File: config.mk
export PLATFORM = sky130hd
export DESIGN_NAME = qpsk_demod
export DESIGN_NICKNAME = d
export VERILOG_FILES = /design/src/rtl/qpsk_demod.sv
export SDC_FILE = /design/constraint.sdc
export NUM_CORES = 1
export LEC_CHECK = 0
export ABC_AREA = 1
export CAP_MARGIN = 20
export CORE_MARGIN = 2
export CORE_UTILIZATION = 30
export CTS_CLUSTER_SIZE = 8
export DETAILED_ROUTE_END_ITERATION = 10
export PLACE_DENSITY = 0.53
export SLEW_MARGIN = 0
export SYNTH_ARGS = -nofsm -noshare
export SYNTH_HDL_FRONTEND = slang
export SYNTH_SLANG_ARGS = --single-unit
File: constraint.sdc
create_clock -name clk -period 2.6 [get_ports clk]
set_input_delay 0.65 -clock clk [delete_from_list [all_inputs] [get_ports clk]]
set_output_delay 0.65 -clock clk [all_outputs]
set_load 0.02 [all_outputs]
File: src/rtl/qpsk_demod.sv
// Coherent QPSK demodulator: correlates rx samples against the local cos/sine
// carriers over one symbol, slices the signs to a dibit and serialises it low bit first.
module qpsk_demod #(
    parameter  int unsigned SPS   = 16,
    localparam int unsigned ACC_W = 16 + $clog2(SPS) + 1
) (
    input  logic                    clk,
    input  logic                    rst_n,
    input  logic                    sample_en,
    input  logic                    sym_start,
    input  logic signed [7:0]       rx_seq,
    input  logic signed [7:0]       sine,
    input  logic signed [7:0]       cos,
    output logic [1:0]              data,
    output logic                    data_valid,
    output logic                    bit_out,
    output logic                    bit_valid,
    output logic signed [ACC_W-1:0] i_metric,
    output logic signed [ACC_W-1:0] q_metric
);

    localparam int unsigned CNT_W  = $clog2(SPS);
    localparam int unsigned PROD_W = 16;

    logic signed [PROD_W-1:0] pi_c, pq_c;
    logic signed [ACC_W-1:0]  pi_ext_c, pq_ext_c, si_c, sq_c;
    logic                     si_pos_c, sq_pos_c, last_c;

    logic signed [ACC_W-1:0]  acc_i_q, acc_i_d, acc_q_q, acc_q_d;
    logic [CNT_W-1:0]         cnt_q, cnt_d;
    logic [1:0]               data_q, data_d;
    logic                     dv_q, dv_d;
    logic                     bit_out_q, bit_out_d;
    logic                     bv_q, bv_d;
    logic                     pend_q, pend_d;
    logic                     pend_bit_q, pend_bit_d;
    logic signed [ACC_W-1:0]  i_met_q, i_met_d, q_met_q, q_met_d;

    // Full-precision products; the widened accumulator cannot overflow over SPS samples.
    assign pi_c     = PROD_W'(rx_seq) * PROD_W'(cos);
    assign pq_c     = PROD_W'(rx_seq) * PROD_W'(sine);
    assign pi_ext_c = ACC_W'(pi_c);
    assign pq_ext_c = ACC_W'(pq_c);
    assign si_c     = acc_i_q + pi_ext_c;
    assign sq_c     = acc_q_q + pq_ext_c;
    // Strictly positive decides 1; an exact zero decides 0.
    assign si_pos_c = (si_c != '0) && !si_c[ACC_W-1];
    assign sq_pos_c = (sq_c != '0) && !sq_c[ACC_W-1];
    assign last_c   = sample_en && (cnt_q == CNT_W'(SPS - 1));

    always_comb begin
        acc_i_d    = acc_i_q;
        acc_q_d    = acc_q_q;
        cnt_d      = cnt_q;
        data_d     = data_q;
        dv_d       = 1'b0;
        i_met_d    = i_met_q;
        q_met_d    = q_met_q;
        bit_out_d  = bit_out_q;
        bv_d       = 1'b0;
        pend_d     = 1'b0;
        pend_bit_d = pend_bit_q;

        // Second half of the serializer; never collides with a decision since SPS >= 2.
        if (pend_q) begin
            bit_out_d = pend_bit_q;
            bv_d      = 1'b1;
        end

        if (sym_start) begin
            if (sample_en) begin
                acc_i_d = pi_ext_c;
                acc_q_d = pq_ext_c;
                cnt_d   = CNT_W'(1);
            end else begin
                acc_i_d = '0;
                acc_q_d = '0;
                cnt_d   = '0;
            end
        end else if (sample_en) begin
            if (last_c) begin
                data_d     = {sq_pos_c, si_pos_c};
                dv_d       = 1'b1;
                i_met_d    = si_c;
                q_met_d    = sq_c;
                bit_out_d  = si_pos_c;
                bv_d       = 1'b1;
                pend_d     = 1'b1;
                pend_bit_d = sq_pos_c;
                acc_i_d    = '0;
                acc_q_d    = '0;
                cnt_d      = '0;
            end else begin
                acc_i_d = si_c;
                acc_q_d = sq_c;
                cnt_d   = cnt_q + CNT_W'(1);
            end
        end
    end

    always_ff @(posedge clk or negedge rst_n) begin
        if (!rst_n) begin
            acc_i_q    <= '0;
            acc_q_q    <= '0;
            cnt_q      <= '0;
            data_q     <= '0;
            dv_q       <= 1'b0;
            i_met_q    <= '0;
            q_met_q    <= '0;
            bit_out_q  <= 1'b0;
            bv_q       <= 1'b0;
            pend_q     <= 1'b0;
            pend_bit_q <= 1'b0;
        end else begin
            acc_i_q    <= acc_i_d;
            acc_q_q    <= acc_q_d;
            cnt_q      <= cnt_d;
            data_q     <= data_d;
            dv_q       <= dv_d;
            i_met_q    <= i_met_d;
            q_met_q    <= q_met_d;
            bit_out_q  <= bit_out_d;
            bv_q       <= bv_d;
            pend_q     <= pend_d;
            pend_bit_q <= pend_bit_d;
        end
    end

    assign data       = data_q;
    assign data_valid = dv_q;
    assign bit_out    = bit_out_q;
    assign bit_valid  = bv_q;
    assign i_metric   = i_met_q;
    assign q_metric   = q_met_q;

endmodule

Word-level counts from Yosys, hierarchy flattened
Cells that the tools add are included.

Register bits after elaboration: 94. Logic and storage cells: 49.

Add/sub/neg operators: 3. Multiply operators: 2. Equal/unequal tests: 1. Multiplexer cells: 23. Bitwise gates (word level): 1. Reductions and logical operators: 9.

Operator list (number): $mux W21 (8); $add A21 B16 Y21 (2); $reduce_bool A21 Y1 (2); $mul A8 B8 Y16 (2); $mux W1 (12); $mux W4 (3); $add A4 B1 Y4 const B (1); $eq A4 B4 Y1 const B (1); $logic_and A1 B1 Y1 (3); $reduce_and A3 Y1 (1); $logic_not A1 Y1 (2); $reduce_bool A2 Y1 (1); $not A1 Y1 (1).

Logic depth before layout (Yosys ltp)
Word-level depth: 7. Gate-level depth with buffers: 38. Depth with buffers taken out: 36.

Worst setup path before layout
OpenSTA, ideal clock, no wires.

Kind: input -> register. From: in rx_seq[2]. To: reg bit_out_q (netlist: bit_out). Data arrival time: 5.952 ns. Path slack: -3.476 ns. Stages on the path: 32. Path buffers: 2. Path through: clkbuf_1 > clkbuf_1 > nand2_1 > fa_1 > fa_1 > inv_1 > fa_1 > inv_1 > fa_1 > inv_1 > ha_1 > nand3_1 > nand2_1 > a21oi_1 > o21ai_1 > nand2_1 > nand2_1 > a21oi_1 > or2_2 > and2_1 > ha_1 > nand2_1 > inv_1 > nand2_1 > nor3_1 > nand4_1 > nand4_1 > nand2_1 > nor2_1 > nand4_1 > nand2_1 > nor2_1.

Longest elaborated chain between the ends: 7.

RTL lines: from (decl) (line 11) `input logic signed [7:0] rx_seq,`; $mul A8 B8 Y16 (*) (line 40) `assign pi_c = PROD_W'(rx_seq) * PROD_W'(cos);`; $add A21 B16 Y21 (*) (line 44) `assign si_c = acc_i_q + pi_ext_c;`; $reduce_bool A21 Y1 or $logic_not A1 Y1 (tied branches) (line 47) `assign si_pos_c = (si_c != '0) && !si_c[ACC_W-1];`; $logic_and A1 B1 Y1 (*) (line 47); $mux W1 (*) (line 81) `if (last_c) begin`; $mux W1 (*) (line 80) `end else if (sample_en) begin`; $mux W1 (*) (line 70) `if (sym_start) begin`; net bit_out_d (line 33) `logic bit_out_q, bit_out_d;`; to (signal assigned) (line 122) `bit_out_q <= bit_out_d;`; to (decl) (line 33).

Mark *: on every way through the listed nets, which the timed path passes. The rest lies on a longest branch. A chain may end at the register's enable or synchronous reset.

Worst setup path after layout
From: in rx_seq[2]. To: reg data_q[1] (netlist: data[1]).

Longest elaborated chain between the ends: 4.

RTL lines: $mul A8 B8 Y16 (*) (line 41) `assign pq_c = PROD_W'(rx_seq) * PROD_W'(sine);`; $add A21 B16 Y21 (*) (line 45) `assign sq_c = acc_q_q + pq_ext_c;`; $reduce_bool A21 Y1 or $logic_not A1 Y1 (tied branches) (line 48) `assign sq_pos_c = (sq_c != '0) && !sq_c[ACC_W-1];`; $logic_and A1 B1 Y1 (*) (line 48); to (signal assigned) (line 118) `data_q <= data_d;`; to (decl) (line 31) `logic [1:0] data_q, data_d;`.

Mark *: on every way between the ends. The rest lies on a longest branch, timed or not.

==> impl_metrics.csv <==
group,metric,value,unit
logic_synthesis,ys_seq_area_share,19.7,%
clock_network,cts.path.max_buffers,2,
logic_synthesis,syn-mean-instance-area,7.01,um2
setup_path,critical_path.top_delay_family,"adder cells",
setup_path,crit_required,2.85,ns
finish,fillerInstances,3661,
setup_path,crit_path_max_incr_delay,0.55,ns
logic_synthesis,netlist_top_cells_area,"sky130_fd_sc_hd__dfrtp_1 20%, sky130_fd_sc_hd__fa_1 19%, sky130_fd_sc_hd__nand2_1 17%",
clock_network,tritoncts_num_sinks,93,
global_routing,grt_first_pass_wirelength,62400,um
sta,worst_slew_pin_slew,0.401,ns
sta,final_min_period_over_clock_period,218,%
logic_synthesis,synth_nets,1928,
placed_design,quantity_of_i_o_buffers_inserted_on_ports,74,
setup_path,critPathKind,"in -> reg",
finish,finish.instance_area,0.0193,mm2
sta,finalWorstPathRequiredPeriod,5.68,ns
floorplan,io_pins,75,
floorplan,floorplan.initialDensity,30.5,%
detailed_routing,drt_wirelength,37600,um
global_routing,grt_antenna_before_repair,2,
detailed_routing,drt-initial-drc-count,558,
logic_synthesis,ys_seq_elements,93,
clock_network,number_of_h_tree_levels,3,
finish,non_filler_instance_count_after_layout,2605,
logic_synthesis,syn_inst,1686,
logic_synthesis,post-synth-top-area-cell,"sky130_fd_sc_hd__dfrtp_1",
placed_design,dpl-instance-area,0.0161,mm2
sta,setup_slack,-3.08,ns
logic_synthesis,yosysMostFrequentCell,"sky130_fd_sc_hd__nand2_1",
logic_synthesis,synth_top_cells_by_count,"547 x sky130_fd_sc_hd__nand2_1, 387 x sky130_fd_sc_hd__inv_1, 112 x sky130_fd_sc_hd__fa_1, 102 x sky130_fd_sc_hd__ha_1, 93 x sky130_fd_sc_hd__dfrtp_1",
sta,timing.slew.headroom,73.2,%
placed_design,pre_cts_slack,-4.16,ns
sta,fmaxAchievable,0.176,GHz
global_routing,grt_overflow_total,0,
sta,slew_violations,0,
setup_path,worstPathBufferInverterCount,9,
finish,area_growth_syn_to_layout,62.9,%
placed_design,dp.cells,2510,
sta,rsz0062_at_grt,"true",
floorplan,num_rows,72,
clock_network,worst_skew_pair.late_latency,0.36,ns
clock_network,cts_tree,"built",
logic_synthesis,synth.yosys.warnings,0,
logic_synthesis,count_of_different_cell_masters_after_synthesis,42,
setup_path,worst_setup_path_start_kind,"input port",
status,run_status,"finished, violations left",
run,maxCapViolCount,0,
global_routing,global_route.usage.total,18.8,%
status,violated_checks,"negative setup slack",
global_routing,grt_max_degree,35,
detailed_routing,vias,11785,
worst_hold_path,worstHoldPathType,"in -> async",
placed_design,gp_congestion,0.886,
detailed_routing,wl_per_cell,14.4,um
floorplan,fp.dieW,202,um
logic_synthesis,prevailing_post_synth_register_cell,"sky130_fd_sc_hd__dfrtp_1",
detailed_routing,vias_per_cell,4.52,
logic_synthesis,synth_edf_count,0,
clock_network,clk_root_buffer_cell,"sky130_fd_sc_hd__clkbuf_16",
finish,layout-drive-gt1-share,45.8,%
setup_path,cpMaxStageDelayCell,"sky130_fd_sc_hd__fa_1",
setup_path,timing.critical_path.to_type,"flip-flop",
placed_design,dpl.hpwl,29300,um
logic_synthesis,synth_top_cell_area_share,19.7,%
clock_network,numCtsBuffers,9,
logic_synthesis,ys_async_sr_fraction,100,%
sta,setup_violations,75,
floorplan,die_area,0.0410,mm2
sta,clock-skew-final,0.0116,ns
floorplan,die_y,202,um
detailed_routing,route.detailed.drc,0,
setup_path,critical_path.most_common_cell,"sky130_fd_sc_hd__inv_2",
setup_path,crit_fanout,6,
logic_synthesis,mappedNetlistArea,0.0118,mm2
detailed_routing,drtPass1Iterations,5,
setup_path,timing.critical_path.arrival,5.93,ns
finish,layout_net_count,2323,
clock_network,clk_transition_reported_paths,0.07,ns
detailed_routing,postRouteAntennaNets,0,
floorplan,core_area,0.0387,mm2
sta,finalHoldViolCount,0,
global_routing,grt_pass1_vias,12431,
==> metal layers <==
metal | GRT usage [%] | share of wire (%)
met3 | 1.73 | 2.3
met1 | 24.3 | 45
met4 | 5.14 | 2.3
met5 | 0 | 0
met2 | 33.6 | 50
==> final cells by class <==
cell class	instances	area [um2]	share of cell area (%)
clock buffers	10	239	1.24
inverters	389	1520	7.88
well taps	518	648	3.37
multi-input cells	1160	10600	54.9
diodes	2	5.00	0.0260
flip-flops and latches	93	2330	12.1
repair buffers	428	3910	20.3
clock inverters	5	36.3	0.188
==> placed cells by master (no fill, tap or decap), types with 24 or more instances in the layout <==
cell type                           n
sky130_fd_sc_hd__nand2_1          377
sky130_fd_sc_hd__inv_1            268
sky130_fd_sc_hd__buf_4            262
sky130_fd_sc_hd__nand2_2          128
sky130_fd_sc_hd__inv_2            101
sky130_fd_sc_hd__fa_1              99
sky130_fd_sc_hd__dfrtp_1           93
sky130_fd_sc_hd__buf_6             75
sky130_fd_sc_hd__ha_4              72
sky130_fd_sc_hd__clkdlybuf4s50_1   49
sky130_fd_sc_hd__nor2_1            47
sky130_fd_sc_hd__nand3_1           45
sky130_fd_sc_hd__nand2_4           44
sky130_fd_sc_hd__nand3_2           36
sky130_fd_sc_hd__a21oi_2           29
sky130_fd_sc_hd__ha_1              28
sky130_fd_sc_hd__nor2_4            24
==> stage by stage <==
stage / TNS [ns] / hold WS [ns] / utilization, %
2_1_floorplan: -159.83 / 0.354 / -
3_3_place_gp: -247.18 / 0.459 / 41.6
3_5_place_dp: -249.70 / 0.465 / 41.6
4_1_cts: -172.42 / 0.192 / 47.4
5_1_grt: -188.70 / 0.206 / 49.7
6_report: -173.43 / 0.193 / 49.7
==> path summary, 6_finish.rpt <==
kind | from | to | slack [ns] | cells past startpoint
hold reg to reg | q_metric[19] | q_metric[19] | 0.48 | 2
hold / removal | rst_n | acc_i_q[10] | 0.19 | 1
max in group asynchronous | rst_n | q_metric[14] | 1.76 | 2
min in group clk | q_metric[19] | q_metric[19] | 0.48 | 2
setup / recovery | rx_seq[2] | data[1] | -3.08 | 33
setup reg to reg | acc_i_q[0] | bit_out | 0.02 | 13
==> cell families (layout without fill, tap and decap cells) <==
| logic type | count (synthesis) | in the layout | synth area share [%] |
|---|---|---|---|
| compound gates | 139 | 139 | 7.02 |
| buf+inv | 433 | 832 | 14.0 |
| flops | 93 | 93 | 19.7 |
| xor+xnor | 35 | 35 | 2.59 |
| fa+ha+maj | 214 | 214 | 29.8 |
| simple gates | 772 | 772 | 26.9 |
| other cells | 0 | 2 | 0 |
==> repair_timing <==
item                                    CTS  global route
setup buffers                            57            34
resized for setup                       479           214
gates cloned                              4             0
pin swaps                               220           159
endpoints found under the setup margin   79            79
hold buffers                              0             0
==> state kept, by name (all words and copies together) (netlist names) <==
register	flops
acc_i_q	21
bit_out	1
i_metric	21
q_metric	21
data	2
bit_valid	1
pend_q	1
acc_q_q	21
cnt_q	4
Power is left out: the tool's default activity adds up to more than one toggle a clock period on the data nets, which glitch-free logic cannot reach.
